--- src/rtl/uart_fifo_mmio.sv ---
// UART with TX/RX FIFOs, programmable divisor, ms counter and level IRQ on the RV32I peripheral bus.
// Register reads are combinational; a push to a full TX FIFO is dropped; RX overrun sets a sticky flag.

module uart_fifo_byte_fifo #(
  parameter int DEPTH = 16
) (
  input  logic                     clk_i,
  input  logic                     rstn,
  input  logic                     flush,
  input  logic                     push,
  input  logic [7:0]               push_dat,
  input  logic                     pop,
  output logic [7:0]               head,
  output logic [$clog2(DEPTH):0]   count,
  output logic                     full,
  output logic                     empty
);
  localparam int AW = $clog2(DEPTH);

  logic [7:0]    mem [DEPTH];
  logic [AW-1:0] wp, rp;
  logic          do_push, do_pop;

  assign full    = (count == (AW+1)'(DEPTH));
  assign empty   = (count == '0);
  assign do_push = push & ~full & ~flush;
  assign do_pop  = pop & ~empty & ~flush;
  assign head    = mem[rp];

  always_ff @(posedge clk_i) begin
    if (do_push) mem[wp] <= push_dat;
  end

  always_ff @(posedge clk_i or negedge rstn) begin
    if (!rstn) begin
      wp    <= '0;
      rp    <= '0;
      count <= '0;
    end else if (flush) begin
      wp    <= '0;
      rp    <= '0;
      count <= '0;
    end else begin
      if (do_push) wp <= wp + 1'b1;
      if (do_pop)  rp <= rp + 1'b1;
      count <= count + (AW+1)'(do_push) - (AW+1)'(do_pop);
    end
  end
endmodule

module uart_fifo_mmio #(
  parameter int DEFAULT_DIV = 48,
  parameter int TX_DEPTH    = 16,
  parameter int RX_DEPTH    = 16,
  parameter int MS_TICKS    = 48000
) (
  input  logic        clk_i,
  input  logic        rstn,
  input  logic        m_sel,
  input  logic [3:0]  m_addr,
  input  logic [31:0] m_data_i,
  output logic [31:0] m_data_o,
  input  logic        m_rd,
  input  logic        m_wr,
  input  logic        RXD,
  output logic        TXD,
  output logic        irq_o
);
  typedef enum logic [1:0] {RX_IDLE, RX_START, RX_DATA, RX_STOP} rx_state_t;

  logic        unused_rd;
  logic        hit, fire, we_q;
  logic [3:0]  addr_q;
  logic        wr_data, wr_stat, wr_ms, wr_div, wr_ctrl, flush, rx_pop;
  logic [15:0] div;
  logic        loopback, rx_irq_en, tx_irq_en;
  logic        overflow, frame_err;
  logic [31:0] ms_cnt, presc;

  logic [7:0]  tx_head, rx_head;
  logic [$clog2(TX_DEPTH):0] tx_count;
  logic [$clog2(RX_DEPTH):0] rx_count;
  logic        tx_full, tx_empty, rx_full, rx_empty;

  logic        tx_busy, txd_r, tx_load, tx_frame_end;
  logic [8:0]  tx_shift;
  logic [3:0]  tx_bits;
  logic [15:0] tx_cnt, tx_div;

  logic        sync1, sync2, rx_in;
  rx_state_t   rx_state, rx_state_n;
  logic [15:0] rx_cnt, rx_cnt_n, rx_div, rx_div_n;
  logic [2:0]  rx_bits, rx_bits_n;
  logic [7:0]  rx_shift, rx_shift_n;
  logic        rx_armed, rx_armed_n, rx_push, rx_ferr;
  logic        tx_idle, rx_avail;
  logic [31:0] status;

  assign unused_rd = m_rd;

  // Side effects fire only on the first cycle of a held strobe to the same address.
  assign hit     = m_sel & m_wr;
  assign fire    = hit & ~(we_q & (addr_q == m_addr));
  assign wr_data = fire & (m_addr == 4'd0);
  assign wr_stat = fire & (m_addr == 4'd1);
  assign wr_ms   = fire & (m_addr == 4'd2);
  assign wr_div  = fire & (m_addr == 4'd3);
  assign wr_ctrl = fire & (m_addr == 4'd4);
  assign flush   = wr_ctrl & m_data_i[1];
  assign rx_pop  = wr_stat & m_data_i[0];

  always_ff @(posedge clk_i or negedge rstn) begin
    if (!rstn) begin
      we_q   <= 1'b0;
      addr_q <= '0;
    end else begin
      we_q   <= hit;
      addr_q <= m_addr;
    end
  end

  uart_fifo_byte_fifo #(.DEPTH(TX_DEPTH)) u_tx_fifo (
    .clk_i(clk_i), .rstn(rstn), .flush(flush), .push(wr_data), .push_dat(m_data_i[7:0]),
    .pop(tx_load), .head(tx_head), .count(tx_count), .full(tx_full), .empty(tx_empty)
  );

  uart_fifo_byte_fifo #(.DEPTH(RX_DEPTH)) u_rx_fifo (
    .clk_i(clk_i), .rstn(rstn), .flush(flush), .push(rx_push), .push_dat(rx_shift_n),
    .pop(rx_pop), .head(rx_head), .count(rx_count), .full(rx_full), .empty(rx_empty)
  );

  always_ff @(posedge clk_i or negedge rstn) begin
    if (!rstn) begin
      div       <= 16'(DEFAULT_DIV);
      loopback  <= 1'b0;
      rx_irq_en <= 1'b0;
      tx_irq_en <= 1'b0;
      overflow  <= 1'b0;
      frame_err <= 1'b0;
      ms_cnt    <= '0;
      presc     <= '0;
      irq_o     <= 1'b0;
    end else begin
      if (wr_div) div <= (m_data_i[15:0] < 16'd2) ? 16'd2 : m_data_i[15:0];
      if (wr_ctrl) begin
        loopback  <= m_data_i[0];
        rx_irq_en <= m_data_i[2];
        tx_irq_en <= m_data_i[3];
      end
      if (rx_push & rx_full & ~flush) overflow <= 1'b1;
      else if (wr_stat & m_data_i[4]) overflow <= 1'b0;
      if (rx_ferr) frame_err <= 1'b1;
      else if (wr_stat & m_data_i[5]) frame_err <= 1'b0;
      if (presc == 32'(MS_TICKS - 1)) begin
        presc  <= '0;
        ms_cnt <= ms_cnt + 32'd1;
      end else begin
        presc <= presc + 32'd1;
      end
      if (wr_ms) ms_cnt <= m_data_i;
      irq_o <= (rx_irq_en & rx_avail) | (tx_irq_en & tx_idle);
    end
  end

  // TX shifter: the frame end and the next start bit share an edge so frames run back-to-back.
  assign tx_frame_end = tx_busy & (tx_cnt == 16'd0) & (tx_bits == 4'd0);
  assign tx_load      = (~tx_busy | tx_frame_end) & ~tx_empty & ~flush;

  always_ff @(posedge clk_i or negedge rstn) begin
    if (!rstn) begin
      tx_busy  <= 1'b0;
      txd_r    <= 1'b1;
      tx_shift <= '0;
      tx_bits  <= '0;
      tx_cnt   <= '0;
      tx_div   <= '0;
    end else if (tx_load) begin
      tx_busy  <= 1'b1;
      txd_r    <= 1'b0;
      tx_shift <= {1'b1, tx_head};
      tx_bits  <= 4'd9;
      tx_div   <= div;
      tx_cnt   <= div - 16'd1;
    end else if (tx_busy) begin
      if (tx_cnt != 16'd0) begin
        tx_cnt <= tx_cnt - 16'd1;
      end else if (tx_bits == 4'd0) begin
        tx_busy <= 1'b0;
      end else begin
        txd_r    <= tx_shift[0];
        tx_shift <= {1'b0, tx_shift[8:1]};
        tx_bits  <= tx_bits - 4'd1;
        tx_cnt   <= tx_div - 16'd1;
      end
    end
  end

  assign TXD   = loopback ? 1'b1 : txd_r;
  assign rx_in = loopback ? txd_r : sync2;

  always_ff @(posedge clk_i or negedge rstn) begin
    if (!rstn) begin
      sync1    <= 1'b1;
      sync2    <= 1'b1;
      rx_state <= RX_IDLE;
      rx_cnt   <= '0;
      rx_div   <= 16'(DEFAULT_DIV);
      rx_bits  <= '0;
      rx_shift <= '0;
      rx_armed <= 1'b1;
    end else begin
      sync1    <= RXD;
      sync2    <= sync1;
      rx_state <= rx_state_n;
      rx_cnt   <= rx_cnt_n;
      rx_div   <= rx_div_n;
      rx_bits  <= rx_bits_n;
      rx_shift <= rx_shift_n;
      rx_armed <= rx_armed_n;
    end
  end

  always_comb begin
    rx_state_n = rx_state;
    rx_cnt_n   = rx_cnt;
    rx_div_n   = rx_div;
    rx_bits_n  = rx_bits;
    rx_shift_n = rx_shift;
    rx_armed_n = rx_armed;
    rx_push    = 1'b0;
    rx_ferr    = 1'b0;
    case (rx_state)
      RX_IDLE: begin
        rx_cnt_n = '0;
        if (rx_in) begin
          rx_armed_n = 1'b1;
        end else if (rx_armed) begin
          rx_state_n = RX_START;
          rx_div_n   = div;
        end
      end
      RX_START: begin
        if (rx_in) begin
          rx_state_n = RX_IDLE;
        end else if (rx_cnt == {1'b0, rx_div[15:1]} - 16'd1) begin
          rx_state_n = RX_DATA;
          rx_cnt_n   = '0;
          rx_bits_n  = '0;
        end else begin
          rx_cnt_n = rx_cnt + 16'd1;
        end
      end
      RX_DATA: begin
        if (rx_cnt == rx_div - 16'd1) begin
          rx_cnt_n   = '0;
          rx_shift_n = {rx_in, rx_shift[7:1]};
          rx_bits_n  = rx_bits + 3'd1;
          if (rx_bits == 3'd7) rx_state_n = RX_STOP;
        end else begin
          rx_cnt_n = rx_cnt + 16'd1;
        end
      end
      RX_STOP: begin
        if (rx_cnt == rx_div - 16'd1) begin
          rx_state_n = RX_IDLE;
          rx_cnt_n   = '0;
          if (rx_in) begin
            rx_push = 1'b1;
          end else begin
            rx_ferr    = 1'b1;
            rx_armed_n = 1'b0;
          end
        end else begin
          rx_cnt_n = rx_cnt + 16'd1;
        end
      end
      default: rx_state_n = RX_IDLE;
    endcase
  end

  assign tx_idle  = tx_empty & ~tx_busy;
  assign rx_avail = ~rx_empty;
  assign status   = {8'd0, 8'(tx_count), 8'(rx_count), 2'b00, frame_err, overflow,
                     rx_full, tx_full, rx_avail, tx_idle};

  always_comb begin
    m_data_o = '0;
    if (m_sel) begin
      case (m_addr)
        4'd0:    m_data_o = {24'd0, rx_head};
        4'd1:    m_data_o = status;
        4'd2:    m_data_o = ms_cnt;
        4'd3:    m_data_o = {16'd0, div};
        4'd4:    m_data_o = {28'd0, tx_irq_en, rx_irq_en, 1'b0, loopback};
        default: m_data_o = '0;
      endcase
    end
  end
endmodule

--- config.mk ---
export PLATFORM = sky130hd
export DESIGN_NAME = uart_fifo_mmio
export DESIGN_NICKNAME = d
export VERILOG_FILES = /design/src/rtl/uart_fifo_mmio.sv
export SDC_FILE = /design/constraint.sdc
export NUM_CORES = 1
export LEC_CHECK = 0
export BUFFER_PORTS_ARGS = -buffer_cell sky130_fd_sc_hd__buf_2
export CAP_MARGIN = 15
export CORE_MARGIN = 1
export CORE_UTILIZATION = 50
export CTS_CLUSTER_SIZE = 14
export DETAILED_ROUTE_END_ITERATION = 6
export PLACE_DENSITY = 0.72
export SYNTH_ARGS = -nofsm -noshare
export SYNTH_HDL_FRONTEND = slang
export SYNTH_SLANG_ARGS = --single-unit
--- constraint.sdc ---
create_clock -name clk_i -period 4.5 [get_ports clk_i]
set_clock_uncertainty 0.2 [all_clocks]
set_input_delay 0.9 -clock clk_i [delete_from_list [all_inputs] [get_ports clk_i]]
set_output_delay 0.9 -clock clk_i [all_outputs]
set_load 0.03 [all_outputs]
== Word-level counts from Yosys, hierarchy flattened ==
Memory sizes are Yosys's and may differ from the RTL's.
Cells that the tools add are included.
Word-level totals
  output and inout bits: 34
  register bits after elaboration: 212
  logic and storage cells: 216
  bits in writable memories: 256
  memories: 2
Memory list
  u_rx_fifo.mem: words 16, bits a word 8, rd ports 1, clocked after Yosys merged registers in 0, write ports 1, RTL line 20  | logic [7:0] mem [DEPTH];
  u_tx_fifo.mem: words 16, bits a word 8, rd ports 1, clocked after Yosys merged registers in 0, write ports 1, RTL line 20
Operators by class
  equality and inequality tests: 27
  order comparisons: 1
  bitwise operators: 39
  multiplexer cells: 74
  reductions and logical operators: 24
  add/subtract/negate cells: 18
Operators with widths (count)
  $pmux 32 s5: 1
  $mux 16: 8
  $mux 32: 4
  $add 32x1->32 const B: 2
  $sub 16x1->16 const B: 4
  $mux 4: 12
  $pmux 16 s3: 1
  $mux 9: 4
  $eq 16x16->1: 2
  $eq 32x16->1 const B: 1
  $and 1x1->1: 29
  $mux 1: 27
  $reduce_bool 2->1: 10
  $ne 2x2->1 const B: 9
  $add 16x1->16 const B: 1
  $add 4x1->4 const B: 4
  $logic_not 16->1: 1
  $lt 16x2->1 const B: 1
  $mux 8: 2
  $reduce_bool 16->1: 1
  $sub 15x1->16 const B: 1
  $mux 2: 7
  $add 5x1->5: 2
  $eq 5x5->1 const B: 2
  28 further kinds: 47

== Depth between registers and ports, before layout ==
  depth in word-level cells: 12
  gate-level depth with buffers: 20
  mapped depth without buffers: 17

== Modules after synthesis ==
Synthesis repeated with hierarchy kept, for this count alone.
Unflattened totals
  cells, all modules: 1860
  area total of the unflattened synthesis: 22502.8 um^2
By module, submodules not included
  uart_fifo_byte_fifo: cells each 339, times used 2, area each 5894.4 um^2, sequential area each 4169.0 um^2
  uart_fifo_mmio: cells each 1182, times used 1, area each 10714.0 um^2, sequential area each 4664.5 um^2

== Least setup slack after synthesis ==
OpenSTA, ideal clock, no wires.
  path type: input to register
  start: input port m_addr[2]
  end: register tx_cnt[12]
  library setup time: 0.121 ns
  arrival time: 4.331 ns
  stages on the path: 18
  buffers on the path: 3
  required time: 4.179 ns
  slack: -0.152 ns
  path through: clkbuf_1 > nor4b_1 > and3_1 > o21ai_1 > nand2_1 > inv_1 > clkbuf_1 > clkbuf_1 > nand2_1 > o21a_1 > ha_1 > nor3b_1 > o31a_1 > o211ai_1 > a2111oi_0 > xnor2_1 > o22ai_1 > nor2_1
On the way
  word-level cells in the longest chain between the ends: 10
Ends and longest elaborated chain
  start: declaration: RTL line 60  | input logic [3:0] m_addr,
  $eq 4x4->1: RTL line 103  | assign fire = hit & ~(we_q & (addr_q == m_addr));
  $and 1x1->1: RTL line 103
  $not 1->1: RTL line 103
  $and 1x1->1: RTL line 103
  $and 1x1->1 *: RTL line 108  | assign wr_ctrl = fire & (m_addr == 4'd4);
  $and 1x1->1 *: RTL line 109  | assign flush = wr_ctrl & m_data_i[1];
  $not 1->1 *: RTL line 167  | assign tx_load = (~tx_busy | tx_frame_end) & ~tx_empty & ~flush;
  $and 1x1->1 *: RTL line 167
  $ne 3x1->1 (no line) or $reduce_bool 2->1 (tied branches)
  $reduce_and 2->1 (no line)
  end signal: assignment: RTL line 183  | tx_cnt <= div - 16'd1;
  end signal: assignment: RTL line 186  | tx_cnt <= tx_cnt - 16'd1;
  end signal: assignment: RTL line 193  | tx_cnt <= tx_div - 16'd1;
  end: declaration: RTL line 88  | logic [15:0] tx_cnt, tx_div;
Every way passes the cells marked *; elsewhere a longest branch is shown, timed or not.
A chain may end at the register's enable or synchronous reset.

== Worst setup path after layout ==
  start: register u_rx_fifo.rp[0]
  end: output port m_data_o[0]
On the way
  word-level cells in the longest chain between the ends: 3
Ends and longest elaborated chain
  start: declaration: RTL line 21  | logic [AW-1:0] wp, rp;
  start signal: assignment: RTL line 45  | if (do_pop) rp <= rp + 1'b1;
  $mem_v2 16x8
  $pmux 32 s5: RTL line 289  | case (m_addr)
  $mux 32: RTL line 288  | if (m_sel) begin
  end: declaration: RTL line 62  | output logic [31:0] m_data_o,
Every way passes these cells.

==> summary.md <==
| Metric | Value |
|---|---|
| Outcome | `complete, no violations` |
| Post-CTS sizing | `0` |
| HPWL after detailed placement | `around 36,000 um` |
| Delay-heaviest family, CP | `multiplexers` |
| Final Critical Period | `roughly 4.3 ns` |
| Cts bufs inserted | `49` |
| Initial core utilization | `51.01%` |
| Final ANT Viol Nets | `0` |
| Final setup viols | `0` |
| Final hold vios | `0` |
| Share of cells above drive strength 1 | `about a fifth` |
| Async set-reset flop share out of synthesis | `a little under half` |
| Setup TNS | `0 ns` |
| Cells after DPL | `roughly 2,400` |
| Remaining Overflow, GRT | `0` |
| H-tree depth | `2` |
| DRC | `0` |
| Leak Pwr | `0.009377 uW` |
| Die H | `212.3 um` |
| CP required | `between 3 and 4 ns` |
| Synth warn | `0` |
| PnR worst setup slack | `about 0.22 ns` |
| CTS Sinks | `468` |
| Vias per std cell | `between 5 and 6` |
| Most common cell after layout, fill and taps aside | `edfxtp_1` |
| Hold Buf Count CTS | `0` |
| Placer Congestion | `0.9062` |
| First-pass GRT wire length | `around 80,000 um` |
| CP peak stage delay | `roughly 0.60 ns` |
| Synth unique cells | `a little under 80` |
| CP max stage cell | `dfrtp_4` |
| Synth Flop Type | `edfxtp_1` |
| Actual slew at the worst max-slew pin | `0.8637 ns` |
| Largest net degree at the start of global routing | `93` |
| Reg clk slew, reported paths | `about 0.060 ns` |
| RSZ-0062 raised after global routing | `no` |
| Final Max Slew Viols | `0` |
| Worst slack, placed | `around 0.25 ns` |
| Mapped Area | `between 20,000 and 25,000 um^2` |
| Post-synthesis sequential area ratio | `just under 60%` |
| Core area | `between 40,000 and 50,000 um^2` |
| Hold Path Class | `input pin to async pin` |
| Worst skew pair latency | `~0.59 ns` |
| Fmax | `between 0.2 and 0.25 GHz` |
| Pre-antenna DRT Iters | `6` |
| Clock buffer depth | `3` |
| Clock Root Buffer | `clkbuf_16` |
| DRT iter0 DRCs | `between 1,500 and 2,000` |
| Post-synthesis area per instance | `12.73 um^2` |
| Final WL | `between 50,000 and 60,000 um` |
| Fin crit share | `95.12%` |
| Gr usage total | `23.75%` |
| Crit path cell chain | `buf_4 -> buf_4 -> mux4_2 -> mux4_2 -> nand2_1 -> a31oi_1 -> buf_2` |
| Setup bufs post-CTS | `0` |
| Crit Path Category | `flop to primary output` |
| Syn nets | `about 1,800` |
| Die W | `approximately 210 um` |
| Buf/Inv on CP | `3` |
| Synthesized flop and latch total | `between 400 and 500` |
| Crit. End Element | `primary output` |
| I/O Buffers | `74` |
| Pwr dens | `between 400 and 500 nW/um^2` |
| Peak supply drop | `398.9 uV` |
| Mapped Cells | `1,738` |
| Final #Nets | `1,895` |
| Most frequent cells in the layout | `256 x edfxtp_1, 201 x dfrtp_1, 154 x nand2_1, 146 x nor2_1, 89 x a21oi_1` |
| Cell Rows | `76` |
| IO Pins | `76` |
| Relative slew slack | `a little over two fifths` |
| Antenna Cells | `0` |
| Initial antenna violation count | `0` |
| CTS tree | `built` |
| Critical Path Source Type | `flop` |
| Number of global-route vias before repair | `about 14,000` |
| DR vias | `about 15,000` |
| Crit-path max FO | `14` |
| Crit path arrival time | `about 3.2 ns` |
| Max-cap violation count | `0` |
| DR WL/cell | `21.45 um` |
| Die area | `45,080 um^2` |
| Syn-to-layout area delta | `12.76%` |
| Fin cells | `2,446` |
| Post-synth EDFFs | `256` |
[sequential cells by signal, summed over array words and instances (netlist names), 4 cells and up, named ones only]
name and cells:
addr_q 4, div 16, ms_cnt 32, presc 32, rx_cnt 16, rx_div 16, rx_shift 8, tx_bits 4
tx_cnt 16, tx_div 16, tx_shift 9, u_rx_fifo.count 5, u_rx_fifo.mem 128, u_rx_fifo.rp 4, u_rx_fifo.wp 4, u_tx_fifo.count 5
u_tx_fifo.mem 128, u_tx_fifo.rp 4, u_tx_fifo.wp 4
[layer usage]
metal	up-vias	share of wire, %	global-route usage, %
li1	6613	-	-
met1	7361	43	33.73
met2	526	47	37.46
met3	90	7.7	4.239
met4	0	2.5	7.194
met5	-	0	0
[per-stage QoR]
step / instance area [um^2] / total power [uW] / hold slack (ns) / utilization [%]
floorplan: 22130 / 6713 / 0.1452 / -
global placement: 23300 / 7307 / 0.1510 / 53.73
detailed placement: 23300 / 7374 / 0.1520 / 53.73
CTS: 24930 / 11460 / 0.1230 / 57.49
global route: 24940 / 11870 / 0.1730 / 57.52
finish: 24940 / 11390 / 0.1152 / 57.52
[cell type report]
| cell class | instances | area [um^2] |
|---|---|---|
| clock buffers | 72 | 1404 |
| clock inverters | 20 | 226.5 |
| fillers | 3500 | 18420 |
| inverters | 36 | 135.1 |
| multi-input cells | 1142 | 8663 |
| flip-flops and latches | 468 | 13010 |
| well taps | 585 | 732.0 |
| repair buffers | 123 | 773.2 |
[logic make-up (layout without fill, tap and decap cells)]
| group | count (synthesis) | count (layout) | share of synthesized area [%] |
|---|---|---|---|
| compound gates | 239 | 239 | 6.907 |
| xor+xnor | 143 | 143 | 5.662 |
| fa+ha+maj | 33 | 33 | 1.934 |
| buf+inv | 128 | 251 | 2.274 |
| flops | 468 | 468 | 58.78 |
| mux | 135 | 135 | 10.87 |
| simple gates | 592 | 592 | 13.57 |
[synthesized netlist by cell type (9+ instances only)]
cell type | number | area, um^2
a21o_1 | 10 | 75.07
a21oi_1 | 89 | 445.4
a222oi_1 | 13 | 130.1
a22oi_1 | 15 | 112.6
and2_1 | 40 | 250.2
and3_1 | 49 | 306.5
and4_1 | 9 | 78.83
buf_1 | 19 | 71.32
buf_2 | 9 | 45.04
clkbuf_1 | 62 | 232.7
dfrtp_1 | 204 | 5105
edfxtp_1 | 256 | 7687
ha_1 | 31 | 387.9
inv_1 | 35 | 131.4
mux2_2 | 42 | 473.0
mux2i_1 | 13 | 130.1
mux4_2 | 80 | 1802
nand2_1 | 155 | 581.8
nand3_1 | 46 | 230.2
nand4_1 | 22 | 137.6
nor2_1 | 146 | 548.0
nor3_1 | 24 | 120.1
nor3b_1 | 9 | 67.56
nor4_1 | 29 | 181.4
o21ai_0 | 44 | 220.2
or3_1 | 16 | 100.1
xnor2_1 | 72 | 630.6
xor2_1 | 71 | 621.9
[worst reg2reg max path: cells and delay by family (launching register included)]
kind	cells	cell delay, ns
buf+inv	2	0.35
simple gates	6	2.20
compound gates	2	0.46
flops	1	0.37
fa+ha+maj	1	0.27
[final timing paths]
check	start	end	slack (ns)	cells past startpoint
min in group clk_i	sync1	sync2	0.16	0
setup reg to reg	rx_div[1]	u_rx_fifo.mem[3][0]	0.30	11
hold reg to reg	sync1	sync2	0.16	0
max in group asynchronous	rstn	presc[30]	3.00	2
hold / removal	rstn	tx_cnt[7]	0.12	1
setup / recovery	u_rx_fifo.rp[0]	m_data_o[0]	0.22	7
[power breakdown]
part | switching, uW | internal [uW]
Sequential | 474 | 4750
Combinational | 1070 | 1030
Clock | 1670 | 2400
Total | 3210 | 8190
(Power assumes the default switching activity.)
